<file path="src/rtl/sa_skew_feeder.sv">
// Operand front-end for the HPE x VPE systolic array: accepts A/B vector beats,
// drives the array edges with per-lane diagonal skew, zero bubbles and a tile flush.

module sa_skew_feeder #(
    parameter int WIDTH = 16,
    parameter int HPE   = 8,
    parameter int VPE   = 8,
    parameter int KMAX  = 256,
    parameter int DRAIN = 0
) (
    input  logic                      CLK,
    input  logic                      RST,
    input  logic                      skew_en,
    input  logic                      in_valid,
    output logic                      in_ready,
    input  logic [WIDTH*HPE-1:0]      in_a,
    input  logic [WIDTH*VPE-1:0]      in_b,
    input  logic                      in_last,
    output logic [WIDTH*HPE-1:0]      AA,
    output logic [WIDTH*VPE-1:0]      BB,
    output logic                      out_valid,
    output logic                      tile_done,
    output logic [$clog2(KMAX+1)-1:0] beat_cnt,
    output logic                      err_long
);
    localparam int LMAX = (HPE > VPE) ? HPE : VPE;
    localparam int CW   = $clog2(KMAX + 1);
    localparam int FW   = $clog2(LMAX + DRAIN + 1);
    localparam logic [CW-1:0] KMAX_C = CW'(KMAX);

    typedef enum logic [1:0] {
        ST_IDLE,
        ST_STREAM,
        ST_FLUSH
    } state_e;

    state_e          state_q, state_d;
    logic            skew_q, skew_d;
    logic [CW-1:0]   beat_cnt_q, beat_cnt_d;
    logic            err_long_q, err_long_d;
    logic [FW-1:0]   flush_cnt_q, flush_cnt_d;
    logic [1:0]      valid_pipe_q, valid_pipe_d;

    logic            accept;
    logic            cur_skew;
    logic [CW-1:0]   cnt_next;
    logic [FW-1:0]   flush_len;

    assign in_ready  = (state_q != ST_FLUSH);
    assign accept    = in_valid & in_ready;
    // The mode is latched by the first beat of a tile; later beats follow it.
    assign cur_skew  = (state_q == ST_IDLE) ? skew_en : skew_q;
    assign cnt_next  = (state_q == ST_IDLE) ? CW'(1) : beat_cnt_q + CW'(1);
    assign flush_len = skew_q ? FW'(LMAX + DRAIN) : FW'(1 + DRAIN);

    // NOTE: every signal written here gets a default first, so no path can infer a latch.
    always_comb begin
        state_d      = state_q;
        skew_d       = skew_q;
        beat_cnt_d   = beat_cnt_q;
        err_long_d   = err_long_q;
        flush_cnt_d  = flush_cnt_q;
        valid_pipe_d = {valid_pipe_q[0], accept};
        tile_done    = 1'b0;
        case (state_q)
            ST_IDLE, ST_STREAM: begin
                if (accept) begin
                    beat_cnt_d = cnt_next;
                    if (state_q == ST_IDLE) skew_d = skew_en;
                    if (in_last || cnt_next == KMAX_C) begin
                        state_d     = ST_FLUSH;
                        flush_cnt_d = '0;
                        if (!in_last) err_long_d = 1'b1;
                    end else begin
                        state_d = ST_STREAM;
                    end
                end
            end
            ST_FLUSH: begin
                if (flush_cnt_q == flush_len) begin
                    tile_done = 1'b1;
                    state_d   = ST_IDLE;
                end else begin
                    flush_cnt_d = flush_cnt_q + FW'(1);
                end
            end
            default: state_d = ST_IDLE;
        endcase
    end

    // NOTE: sequential state uses non-blocking assignments so every flop samples pre-edge values.
    always_ff @(posedge CLK or negedge RST) begin
        if (!RST) begin
            state_q      <= ST_IDLE;
            skew_q       <= 1'b0;
            beat_cnt_q   <= '0;
            err_long_q   <= 1'b0;
            flush_cnt_q  <= '0;
            valid_pipe_q <= '0;
        end else begin
            state_q      <= state_d;
            skew_q       <= skew_d;
            beat_cnt_q   <= beat_cnt_d;
            err_long_q   <= err_long_d;
            flush_cnt_q  <= flush_cnt_d;
            valid_pipe_q <= valid_pipe_d;
        end
    end

    assign out_valid = valid_pipe_q[1];
    assign beat_cnt  = beat_cnt_q;
    assign err_long  = err_long_q;

    // Lane i is an (i+2)-deep shift line tapped at its end: skewed data enters
    // at stage 0, aligned data at stage i, so both modes share one output tap.
    for (genvar i = 0; i < HPE; i++) begin : g_a_lane
        logic [WIDTH-1:0] stage_q [i+2];
        logic [WIDTH-1:0] stage_d [i+2];

        always_comb begin
            stage_d[0] = '0;
            for (int k = 1; k <= i + 1; k++) stage_d[k] = stage_q[k-1];
            if (accept) begin
                if (cur_skew) stage_d[0] = in_a[i*WIDTH +: WIDTH];
                else          stage_d[i] = in_a[i*WIDTH +: WIDTH];
            end
        end

        // NOTE: the delay lines are reset like control state, so a bubble can never replay old data.
        always_ff @(posedge CLK or negedge RST) begin
            if (!RST) begin
                for (int k = 0; k <= i + 1; k++) stage_q[k] <= '0;
            end else begin
                stage_q <= stage_d;
            end
        end

        assign AA[i*WIDTH +: WIDTH] = stage_q[i+1];
    end

    for (genvar j = 0; j < VPE; j++) begin : g_b_lane
        logic [WIDTH-1:0] stage_q [j+2];
        logic [WIDTH-1:0] stage_d [j+2];

        always_comb begin
            stage_d[0] = '0;
            for (int k = 1; k <= j + 1; k++) stage_d[k] = stage_q[k-1];
            if (accept) begin
                if (cur_skew) stage_d[0] = in_b[j*WIDTH +: WIDTH];
                else          stage_d[j] = in_b[j*WIDTH +: WIDTH];
            end
        end

        always_ff @(posedge CLK or negedge RST) begin
            if (!RST) begin
                for (int k = 0; k <= j + 1; k++) stage_q[k] <= '0;
            end else begin
                stage_q <= stage_d;
            end
        end

        assign BB[j*WIDTH +: WIDTH] = stage_q[j+1];
    end

endmodule
</file>
<file path="config.mk">
export PLATFORM = sky130hd
export DESIGN_NAME = sa_skew_feeder
export DESIGN_NICKNAME = d
export VERILOG_FILES = /design/src/rtl/sa_skew_feeder.sv
export SDC_FILE = /design/constraint.sdc
export NUM_CORES = 1
export LEC_CHECK = 0
export CAP_MARGIN = 20
export CORE_MARGIN = 2
export CORE_UTILIZATION = 58
export CTS_CLUSTER_DIAMETER = 80
export DETAILED_ROUTE_END_ITERATION = 8
export PLACE_DENSITY = 0.83
export SLEW_MARGIN = 5
export SYNTH_ARGS = -nofsm -noshare
export SYNTH_HDL_FRONTEND = slang
export SYNTH_SLANG_ARGS = --single-unit
</file>
<file path="constraint.sdc">
create_clock -name CLK -period 3.9 [get_ports CLK]
set_clock_uncertainty 0.05 [all_clocks]
set_input_delay 0.78 -clock CLK [delete_from_list [all_inputs] [get_ports CLK]]
set_output_delay 0.78 -clock CLK [all_outputs]
set_load 0.01 [all_outputs]
</file>
==> impl_results.html, run 1 <==
<table>
<tr><th>Metric</th><th>Value</th></tr>
<tr><th colspan="2">Worst setup path</th></tr>
<tr><td>Worst path required time</td><td>3070 ps</td></tr>
<tr><td>Arr. time, crit path</td><td>2780 ps</td></tr>
<tr><td>CP max FO</td><td>18</td></tr>
<tr><td>CP max stage delay</td><td>around 560 ps</td></tr>
<tr><td>Setup slack of the most critical reg-to-reg path</td><td>approximately 1400 ps</td></tr>
<tr><td>Critical path class</td><td>reg -&gt; out</td></tr>
<tr><td>Series of cell instances along the critical path</td><td>nor2b_2, clkinvlp_4, nor2_1, clkdlybuf4s50_1</td></tr>
<tr><td>Crit end category</td><td>output port</td></tr>
<tr><td>Count of cells along the worst register-to-register path</td><td>5</td></tr>
<tr><td>RR Startpoint</td><td>state_q[1]</td></tr>
<tr><td>Worst Setup Start Kind</td><td>flip-flop</td></tr>
<tr><td>Terminus of the critical flop-to-flop path</td><td>g_a_lane[3].stage_d[10]</td></tr>
<tr><td>Cell type of the slowest stage on the worst timing path</td><td>sky130_fd_sc_hd__clkdlybuf4s50_1</td></tr>
<tr><th colspan="2">Die</th></tr>
<tr><td>Effective utilization at floorplan</td><td>0.5832</td></tr>
<tr><td>Core Footprint</td><td>between 70000 and 80000 um^2</td></tr>
<tr><td>Die H</td><td>274.4 um</td></tr>
<tr><td>Number of primary I/O pins</td><td>530</td></tr>
<tr><td>Die outline width</td><td>274.4 um</td></tr>
<tr><td>FP Rows</td><td>99</td></tr>
<tr><td>Floorplan die area</td><td>75290 um^2</td></tr>
<tr><th colspan="2">Synthesis</th></tr>
<tr><td>Synth Flop Type</td><td>sky130_fd_sc_hd__dfrtp_1</td></tr>
<tr><td>Register area share after synthesis</td><td>0.8421</td></tr>
<tr><td>Distinct cell type count after synthesis</td><td>42</td></tr>
<tr><td>Flip-flop and latch count after synthesis</td><td>1427</td></tr>
<tr><td>Fraction of registers with async set/reset</td><td>1.000</td></tr>
<tr><td>Synth Net Count</td><td>2554</td></tr>
<tr><td>Number of enable flip-flop cells after synthesis</td><td>0</td></tr>
<tr><td>Count of mapped cells out of synthesis</td><td>2291</td></tr>
<tr><td>Area share of the largest cell type after synthesis</td><td>0.8421</td></tr>
<tr><td>Synthesized area</td><td>42400 um^2</td></tr>
<tr><td>Cell taking the most area after synthesis</td><td>sky130_fd_sc_hd__dfrtp_1</td></tr>
<tr><td>Leading post-synthesis cells by cell area</td><td>sky130_fd_sc_hd__dfrtp_1 84%, sky130_fd_sc_hd__mux2_2 5.0%, sky130_fd_sc_hd__buf_4 4.0%</td></tr>
<tr><td>Number of warnings issued by yosys</td><td>0</td></tr>
<tr><td>Mean instance size in the synthesized netlist</td><td>18.51 um^2</td></tr>
<tr><th colspan="2">Drt</th></tr>
<tr><td>WL final</td><td>between 80000 and 90000 um</td></tr>
<tr><td>Wire per inst</td><td>23.44 um</td></tr>
<tr><td>Number of remaining DRC errors</td><td>0</td></tr>
<tr><td>Starting DRC count in detailed routing</td><td>1614</td></tr>
<tr><td>Number of vias in the routed layout</td><td>19210</td></tr>
<tr><td>Pre-Repair DR Iteration Count</td><td>6</td></tr>
<tr><td>Number of vias per cell</td><td>between 5 and 6</td></tr>
<tr><td>Antenna-violating nets left</td><td>0</td></tr>
<tr><th colspan="2">Clock network</th></tr>
<tr><td>Library cell used as clock root buffer</td><td>sky130_fd_sc_hd__clkbuf_16</td></tr>
<tr><td>CTS sink count</td><td>~1400</td></tr>
<tr><td>Number of setup buffers added after CTS</td><td>0</td></tr>
<tr><td>Clock tree from TritonCTS</td><td>built</td></tr>
<tr><td>Number of buffers added by the clock tree synthesis step</td><td>around 130</td></tr>
<tr><td>Hold Buf Count CTS</td><td>0</td></tr>
<tr><td>Clock transition at the registers of the reported paths</td><td>70 ps</td></tr>
<tr><td>PostCTS Resize Cnt</td><td>0</td></tr>
<tr><td>Clk buf depth</td><td>3</td></tr>
<tr><td>Latest clock arrival within the worst-skew pair</td><td>just over 700 ps</td></tr>
<tr><td>Max H-tree Level</td><td>4</td></tr>
<tr><th colspan="2">Timing</th></tr>
<tr><td>Final sum of negative setup slack</td><td>0 ps</td></tr>
<tr><td>Number of hold violations in the final report</td><td>0</td></tr>
<tr><td>RSZ-0062 raised after global routing</td><td>no</td></tr>
<tr><td>Normalized max-slew margin</td><td>0.3501</td></tr>
<tr><td>Final-report max-slew violation count</td><td>0</td></tr>
<tr><td>Actual slew at the worst max-slew pin</td><td>974.8 ps</td></tr>
<tr><td>Final period demand of the worst path</td><td>3605 ps</td></tr>
<tr><td>Maximum achievable frequency</td><td>277.4 MHz</td></tr>
<tr><td>Final setup violation count</td><td>0</td></tr>
<tr><td>Share of the clock period used by the worst path</td><td>0.9244</td></tr>
<tr><th colspan="2">Global routing</th></tr>
<tr><td>Met1 track demand over resource in global routing</td><td>0.3042</td></tr>
<tr><td>Global-route track usage on met3</td><td>0.06121</td></tr>
<tr><td>GRT Total Usage</td><td>0.2442</td></tr>
<tr><td>First-pass GRT wire length</td><td>135800 um</td></tr>
<tr><td>Largest net degree at the start of global routing</td><td>159</td></tr>
<tr><td>Via count of the first global-routing pass</td><td>22140</td></tr>
<tr><td>Grt ovf</td><td>0</td></tr>
<tr><td>Initial antenna violation count</td><td>10</td></tr>
<tr><td>Peak-usage layer in the global routing report</td><td>met2</td></tr>
<tr><td>Global routing met2 resource utilization</td><td>0.4088</td></tr>
<tr><th colspan="2">Layout</th></tr>
<tr><td>Nets@finish</td><td>2987</td></tr>
<tr><td>Storage element area</td><td>35710 um^2</td></tr>
<tr><td>Layout cell share with drive strength beyond 1</td><td>0.1674</td></tr>
<tr><td>Area taken by multi-input logic gates</td><td>4748 um^2</td></tr>
<tr><td>Area added between synthesis and finish</td><td>23.19%</td></tr>
<tr><td>Fillers</td><td>3911</td></tr>
<tr><th colspan="2">Placement</th></tr>
<tr><td>Total of buffers placed on input and output ports</td><td>529</td></tr>
<tr><td>Global placer's final weighted congestion</td><td>0.8850</td></tr>
<tr><td>HPWL after DPL</td><td>between 50000 and 60000 um</td></tr>
<tr><th colspan="2">Power</th></tr>
<tr><td>Total power divided by cell area</td><td>685.3 nW/um^2</td></tr>
<tr><td>Worst vdd ir</td><td>about 0.52 mV</td></tr>
<tr><td>Power consumption</td><td>35.80 mW</td></tr>
<tr><td>Leakage Power</td><td>approximately 26 nW</td></tr>
<tr><th colspan="2">Job</th></tr>
<tr><td>Count of maximum capacitance violations</td><td>0</td></tr>
<tr><th colspan="2">Status</th></tr>
<tr><td>Outcome</td><td>finished, final reports clean</td></tr>
<tr><th colspan="2">Hold path</th></tr>
<tr><td>Class of the tightest hold or removal check</td><td>in -&gt; async</td></tr>
</table>
==> registers in the layout, indices dropped and copies added, names as in the netlist <==
register          count
beat_cnt              9
g_b_lane.stage_d    464
BB                  128
g_a_lane.stage_d    464
valid_pipe_q          2
skew_q                1
AA                  128
err_long              1
flush_cnt_q           4
g_a_lane.stage_q    112
g_b_lane.stage_q    112
state_q               2
==> metrics by stage <==
| step | cell area, um^2 | worst slack [ps] | hold slack [ps] | utilization | std cells |
|---|---|---|---|---|---|
| floorplan | 42400 | 1687 | 281.2 | - | 2291 |
| global placement | 47630 | 942.7 | 281.0 | 0.6550 | 3547 |
| detailed placement | 47630 | 907.5 | 284.7 | 0.6550 | 3547 |
| CTS | 52200 | 183.7 | 77.61 | 0.7179 | 3783 |
| global route | 52230 | 132.6 | 36.82 | 0.7183 | 3792 |
| finish | 52240 | 294.7 | 8.802 | 0.7184 | 3794 |
==> final cells by class <==
cell class	instances	share of cell area
Sequential cell	1427	0.6836
Timing Repair Buffer	584	0.1142
Multi-Input combinational cell	575	0.09090
Clock buffer	179	0.07260
Tap cell	959	0.02297
Clock inverter	57	0.01497
Antenna cell	10	0.0004791
Inverter	2	0.0002156
Timing Repair inverter	1	0.00009581
==> cells in the mapped netlist, drive strengths merged (5+ instances only) <==
library cell	count
nor2	7
and3	33
mux2	224
nand3	11
o21ai	12
clkbuf	31
nand2	15
dfrtp	1427
nor2b	5
buf	256
and2	224
a21oi	5
==> cells by family (layout without fill, tap and decap cells) <==
kind of cell | after synthesis | in the layout | share of synthesized area
compound gates | 36 | 36 | 0.006255
xor+xnor | 4 | 4 | 0.0008263
fa+ha+maj | 2 | 2 | 0.0005900
buf+inv | 289 | 823 | 0.04647
flops | 1427 | 1427 | 0.8421
mux | 224 | 224 | 0.05948
other cells | 0 | 10 | 0
simple gates | 309 | 309 | 0.04426
==> worst max-delay path by stage <==
| stage | startpoint | end | slack (ps) |
|---|---|---|---|
| floorplan | state_q[1] | tile_done | 1690 |
| global placement | in_valid | g_b_lane[1].stage_d[11] | 940 |
| detailed placement | in_valid | g_a_lane[2].stage_d[9] | 910 |
| CTS | state_q[1] | tile_done | 180 |
| global route | state_q[1] | tile_done | 130 |
| finish | state_q[1] | tile_done | 290 |
==> power by group <==
| part | switching (mW) | total [mW] | internal (mW) |
|---|---|---|---|
| sequential | 0.976 | 18.1 | 17.2 |
| clock | 5.61 | 13.3 | 7.71 |
| combinational | 2.09 | 4.33 | 2.24 |
| total | 8.67 | 35.8 | 27.1 |
==> worst max-delay path, delay by kind of cell (launching register included) <==
kind | cells | cell delay [ps]
AND/OR/NAND/NOR | 2 | 610
flip-flops | 1 | 510
buffers and inverters | 2 | 950
==> routing by layer <==
layer | up-vias | part of all wire
li1 | 7994 | -
met1 | 10320 | 0.38
met2 | 666 | 0.52
met3 | 218 | 0.057
met4 | 4 | 0.038
met5 | - | 0.00026
==> layout by cell type (no fill, tap or decap), drive strengths merged, types with 11 or more instances in the layout <==
master | netlist | routed
clkinv | 0 | 34
bufinv | 0 | 12
nand2 | 15 | 15
mux2 | 224 | 224
and3 | 33 | 33
o21ai | 12 | 12
buf | 256 | 56
clkbuf | 31 | 179
and2 | 224 | 224
nand3 | 11 | 11
dfrtp | 1427 | 1427
clkdlybuf4s50 | 0 | 528
No activity file was read; power rests on OpenSTA's default activity.
==> run 2: changes to the inputs <==
--- a/config.mk
+++ b/config.mk
@@ -5,7 +5,7 @@
 export SDC_FILE = /design/constraint.sdc
 export NUM_CORES = 1
 export LEC_CHECK = 0
-export CAP_MARGIN = 20
+export CAP_MARGIN = 40
 export CORE_MARGIN = 2
 export CORE_UTILIZATION = 58
 export CTS_CLUSTER_DIAMETER = 80
==> results of run 2 <==
The final DEF is identical to that of run 1; final timing and power are the same.
